[config.mk]
export PLATFORM = sky130hd
export DESIGN_NAME = crossbar_scheduler
export DESIGN_NICKNAME = d
export VERILOG_FILES = /design/src/rtl/crossbar_scheduler.sv
export SDC_FILE = /design/constraint.sdc
export NUM_CORES = 1
export LEC_CHECK = 0
export CORE_MARGIN = 3
export CORE_UTILIZATION = 56
export DETAILED_ROUTE_END_ITERATION = 10
export GPL_TIMING_DRIVEN = 0
export PLACE_DENSITY = 0.79
export SYNTH_ARGS = -nofsm -noshare
export SYNTH_HDL_FRONTEND = slang
export SYNTH_SLANG_ARGS = --single-unit
[constraint.sdc]
create_clock -name clk -period 5.9 [get_ports clk]
set_input_delay 1.475 -clock clk [delete_from_list [all_inputs] [get_ports clk]]
set_output_delay 1.475 -clock clk [all_outputs]
set_load 0.02 [all_outputs]
[src/rtl/crossbar_scheduler.sv]
// crossbar_scheduler: sequential round-robin matcher emitting a full ingress-to-egress permutation
module crossbar_scheduler #(
    parameter  int EGRESS_CNT = 4,
    localparam int SEL_W      = $clog2(EGRESS_CNT)
) (
    input  logic                             clk,
    input  logic                             reset,
    input  logic                             start,
    input  logic [EGRESS_CNT*EGRESS_CNT-1:0] voq_req,
    output logic [SEL_W*EGRESS_CNT-1:0]      sched_sel,
    output logic [EGRESS_CNT-1:0]            sched_en,
    output logic                             sched_valid,
    output logic                             busy
);
    localparam int N = EGRESS_CNT;
    typedef enum logic [1:0] {IDLE, MATCH, DONE} state_t;
    state_t                     state_q, state_d;
    logic [N*N-1:0]             req_q, req_d;
    logic [SEL_W-1:0]           step_q, step_d, base_q, base_d;
    logic [N-1:0][SEL_W-1:0]    ptr_q, ptr_d, wsel_q, wsel_d, sel_q, sel_d, fsel;
    logic [N-1:0]               mi_q, mi_d, me_q, me_d, en_q, en_d, fme;
    logic [SEL_W-1:0]           k, cand;
    logic                       found, fdone;
    always_comb begin
        state_d = state_q;
        req_d   = req_q;
        step_d  = step_q;
        base_d  = base_q;
        ptr_d   = ptr_q;
        wsel_d  = wsel_q;
        mi_d    = mi_q;
        me_d    = me_q;
        sel_d   = sel_q;
        en_d    = en_q;
        k       = base_q + step_q;
        found   = 1'b0;
        cand    = '0;
        // req_q[{i, k}] addresses bit i*N+k since N is a power of two
        for (int o = 0; o < N; o++)
            if (!found && req_q[{ptr_q[k] + SEL_W'(o), k}] && !mi_q[ptr_q[k] + SEL_W'(o)]) begin
                found = 1'b1;
                cand  = ptr_q[k] + SEL_W'(o);
            end
        if (state_q == IDLE && start) begin
            state_d = MATCH;
            req_d   = voq_req;
            step_d  = '0;
            mi_d    = '0;
            me_d    = '0;
            wsel_d  = '0;
        end else if (state_q == MATCH) begin
            if (found) begin
                wsel_d[cand] = k;
                mi_d[cand]   = 1'b1;
                me_d[k]      = 1'b1;
                ptr_d[k]     = cand + SEL_W'(1);
            end
            step_d  = step_q + SEL_W'(1);
            state_d = (step_q == SEL_W'(N - 1)) ? DONE : MATCH;
        end else if (state_q == DONE) begin
            state_d = IDLE;
            base_d  = base_q + SEL_W'(1);
        end
        // Fill is taken from the post-step copies so the result is registered on entry to DONE
        fme   = me_d;
        fsel  = wsel_d;
        fdone = 1'b0;
        for (int i = 0; i < N; i++) begin
            fdone = mi_d[i];
            for (int j = 0; j < N; j++)
                if (!fdone && !fme[j]) begin
                    fsel[i] = SEL_W'(j);
                    fme[j]  = 1'b1;
                    fdone   = 1'b1;
                end
        end
        if (state_q == MATCH && step_q == SEL_W'(N - 1)) begin
            sel_d = fsel;
            en_d  = mi_d;
        end
    end
    always_ff @(posedge clk) begin
        if (reset) begin
            state_q <= IDLE;
            req_q   <= '0;
            step_q  <= '0;
            base_q  <= '0;
            ptr_q   <= '0;
            wsel_q  <= '0;
            mi_q    <= '0;
            me_q    <= '0;
            en_q    <= '0;
            for (int i = 0; i < N; i++) sel_q[i] <= SEL_W'(i);
        end else begin
            state_q <= state_d;
            req_q   <= req_d;
            step_q  <= step_d;
            base_q  <= base_d;
            ptr_q   <= ptr_d;
            wsel_q  <= wsel_d;
            mi_q    <= mi_d;
            me_q    <= me_d;
            sel_q   <= sel_d;
            en_q    <= en_d;
        end
    end
    assign sched_sel   = sel_q;
    assign sched_en    = en_q;
    assign sched_valid = (state_q == DONE);
    assign busy        = (state_q != IDLE);
endmodule

==> results <==
- Dividing the final minimum period by the clock period gives 81.6%.
- The clock reaches the later pin of the worst-skew pair after 0.33 ns.
- The core region area is 5200 um2.
- The total wire length is 7.09 mm.
- Summing the areas of all xor and xnor instances in the mapped netlist gives 2.50% of the synthesized area.
- From bottom edge to top edge, the die measures 79.9 um.
- The number of remaining DRC errors is 0.
- The width of the chip is 79.9 um.
- The worst hold-check path type is reg -> reg.
- Clock skew on the completed layout was measured at 0.0102 ns.
- The number of placed instances, taps included, is 462.
- The mapped netlist covers 3060 um2.
- The filler cell count is 432.
- The buffer count from post-CTS setup fixing is 0.
- The sequential cells in the finished layout cover a total of 1160 um2.
- The final design instance area without fill is 3670 um2.
- The first routing iteration left 214 violations.
- Static timing analysis puts the maximum clock frequency at 208 MHz.
- In this run the count of I/O pins placed on the die edge is 33.
- After layout, the design draws a total of 1.00 mW.
- The remaining max-slew budget at the tightest pin is 59.6%.
- The clock passes through at most 2 buffers.
- The clock-pin slew on the worst setup and hold paths is 0.07 ns.
- The routed length per instance is 14.8 um.
- The area growth from synthesis to layout is 20.0%.
- The largest individual stage delay along the critical path comes from the cell mux4_2.
- The routed design could run at a clock period as short as 4.81 ns.
- The total vias in the final route is 2761.
- The effective utilization at floorplan is 58.7%.
- The clock tree synthesis step divided the H-tree into 3 levels.
- The initial antenna violation count is 0.
- The Yosys step of the flow raised 0 warnings.
- Summing all multi-input logic gate instances after layout gives 1770 um2.
- The antenna diode count is 0.
- The netlist uses 56 different library cells.
- The endpoint type of the worst setup path is a flip-flop.
- When the netlist entered floorplanning its net count stood at 389.
- For this run, the number of standard cells in the final layout without fillers is 478.
- The async set or reset register ratio after synthesis is 0%.
- The dominant combinational cell family by area after synthesis is compound AO/OA/AOI/OAI gates.
- Setup repair after global routing left no endpoint under its margin.
- The aggregate global routing overflow is 0.
- The CTS buffer count is 9.
- The floorplan row count is 26.
- Once layout is complete, the utilization of the core stands at 70.5%.
- The data required time at the worst endpoint is 6.17 ns.
- The worst setup path is of the reg -> reg kind.
- The delay contributed by the slowest stage of the critical path is 0.63 ns.
- The die covers 6380 um2.
- The run finished with clean final reports.
- STA classifies the critical path startpoint as a flip-flop.
- The most common flop cell mapped by yosys is dfxtp_1.
- The static power due to leakage is 1.42 nW.
- The number of port buffers is 31.
- TritonCTS built the clock tree.
- Synthesis inferred 58 register bits.
- The average instance area after synthesis is 8.47 um2.
- The first global-routing pass estimated 11.9 mm of wire.
- The areal power density over the cells is 274 nW/um2.
- The number of enable flip-flop cells after synthesis is 0.
- In the routed layout, each cell is associated on average with a via count of 5.78.
- The tightest hold margin is 0.453 ns.
- The cell sitting at the root of the clock tree is a clkbuf_8.
- Of the synthesized area, sequential elements account for 38.0%.
- The critical path goes through ha_1, xnor3_2, buf_1, mux4_2, o22a_1, o21ai_1, inv_1, ha_1, or2_2, a211o_1, a22oi_2, o32a_1, nand2_1, a311o_1, a31oi_1.
- The placed instances occupy a cell area of 3450 um2.
- The number of global-route vias before repair is 2600.
- The final RePlAce weighted congestion is 0.919.
- Of all nets on the critical path, the largest fanout is 10.
- The number of antenna-violating nets in the routed design is 0.
- The area fraction in and, or, nand and nor cells after synthesis is 20.0%.
- For the pin with the worst max-slew slack, the measured transition is 0.606 ns.
- The max-capacitance violation count is 0.
- Summing the areas of all compound-gate instances in the mapped netlist gives 21.9% of the synthesized area.
- Entering global routing, the biggest net connects 11 pins.
- The smallest setup slack after layout is 1.09 ns.
- Prior to clock tree synthesis, the placed netlist has a worst setup slack of 1.12 ns.
- The final-report hold violation count is 0.
- The sum of negative setup slack is 0 ns.
- Gates resized during post-CTS repair numbered 0.
- Measured against the total synthesized area, the mux share comes to 9.58%.
- The peak ir drop on the vdd network is 0.000166 V.
- Global routing used 24.3% of the available tracks across all layers.
- Buffers inserted to repair hold after CTS numbered 0.
- Setup violations remaining at the end of the flow were counted as 0.
- The number of clock sinks seen by CTS is 58.
- The share of cells above drive strength 1 is 9.80%.
- Once detailed placement completed, the half-perimeter wirelength came to 5.36 mm.
- Counting stages on the worst path, the most repeated cell is ha_1.
- The first-pass detailed-route iteration total is 4.
- The final layout net count is 431.
- The count of mapped cells out of synthesis is 361.
- The final count of pins violating max slew came to 0.
- Data arrives at the worst endpoint at 5.08 ns.
- The fraction of the mapped netlist area in adder cells is 4.05%.
cell usage in the layout (no fill, tap or decap), types with 2 or more instances in the layout:
cell type / Yosys / layout
nor2_1: 52 / 52
nor3_1: 5 / 5
buf_1: 4 / 4
nor2b_1: 2 / 2
a31oi_1: 6 / 6
or3_1: 2 / 2
clkdlybuf4s50_1: 0 / 31
o22ai_1: 2 / 2
clkbuf_1: 12 / 16
nand3_1: 8 / 8
mux2_2: 2 / 2
o21ai_0: 12 / 12
bufinv_16: 0 / 2
a21o_1: 2 / 2
nand2b_1: 3 / 3
mux4_2: 4 / 4
clkbuf_8: 0 / 10
a211o_1: 2 / 2
xnor2_1: 4 / 4
nand2_1: 55 / 55
or2_2: 2 / 2
a21oi_1: 34 / 34
mux2i_1: 18 / 18
nor4b_2: 2 / 2
a211oi_1: 3 / 3
dfxtp_1: 58 / 58
o21ai_1: 2 / 2
xor2_1: 2 / 2
a22oi_1: 4 / 4
and2_1: 4 / 4
o22a_1: 2 / 2
inv_1: 10 / 10
a21oi_2: 3 / 3
o2bb2a_4: 2 / 2
a31oi_4: 2 / 2
o211ai_1: 5 / 5
ha_1: 9 / 9
sequential cells by signal, indices dropped and copies added (netlist names):
name and flops:
base_q 2, me_q 4, mi_q 4, ptr_q 8
req_q 16, sched_en 4, sched_sel 8, state_q 2
step_q 2, wsel_q 8
cells in the mapped netlist, types with 3 or more instances:
cell / instances / share of area [%]
dfxtp_1: 58 / 38
nand2_1: 55 / 6.8
nor2_1: 52 / 6.4
a21oi_1: 34 / 5.6
mux2i_1: 18 / 5.9
clkbuf_1: 12 / 1.5
o21ai_0: 12 / 2.0
inv_1: 10 / 1.2
ha_1: 9 / 3.7
nand3_1: 8 / 1.3
a31oi_1: 6 / 1.2
nor3_1: 5 / 0.82
o211ai_1: 5 / 1.2
a22oi_1: 4 / 0.98
and2_1: 4 / 0.82
buf_1: 4 / 0.49
mux4_2: 4 / 2.9
xnor2_1: 4 / 1.1
a211oi_1: 3 / 0.74
a21oi_2: 3 / 0.86
nand2b_1: 3 / 0.61
cell families after synthesis:
family | after synthesis
AO/OA/AOI/OAI | 93
XOR/XNOR | 7
adder cells (fa/ha/maj) | 10
buffers and inverters | 29
flip-flops | 58
multiplexers | 24
AND/OR/NAND/NOR | 140
final cells by class:
cell class                      count  area share (%)
Buffer                             19            2.29
Clock buffer                       14            4.16
Clock inverter                      2            1.64
Inverter                           10            1.02
Multi-Input combinational cell    274            48.4
Sequential cell                    58            31.7
Tap cell                           70            2.39
Timing Repair Buffer               31            8.46
worst max-delay path: cells and delay by family (launching register included):
kind                     cells  cell delay [ns]
multiplexers                 1             0.63
buffers and inverters        2             0.60
AO/OA/AOI/OAI                7             1.90
adder cells (fa/ha/maj)      2             0.52
AND/OR/NAND/NOR              2             0.37
XOR/XNOR                     1             0.38
flip-flops                   1             0.33
final timing paths:
kind	cells after the start	end	start	slack, ns
worst max-delay path	15	sched_sel[7]$_SDFFE_PP1P_	step_q[0]$_SDFFE_PP0P_	1.09
worst min-delay path	2	req_q[14]$_SDFFE_PP0P_	req_q[14]$_SDFFE_PP0P_	0.45
worst max register to register	15	sched_sel[7]$_SDFFE_PP1P_	step_q[0]$_SDFFE_PP0P_	1.09
worst min register to register	2	req_q[14]$_SDFFE_PP0P_	req_q[14]$_SDFFE_PP0P_	0.45
power by group:
part	total [mW]	internal, mW	switching [mW]
Combinational	0.194	0.0799	0.114
Sequential	0.411	0.404	0.00713
Clock	0.399	0.250	0.149
layer usage:
layer  global-route usage [%]  routed length (um)  vias up
li1                         -                   -     1350
met3                     4.18                 341       19
met1                     28.4                2990     1306
met5                        0                   0        -
met2                     40.9                3560       86
met4                     15.2                 209        0
Note: power is estimated with default switching activity, not from simulation.
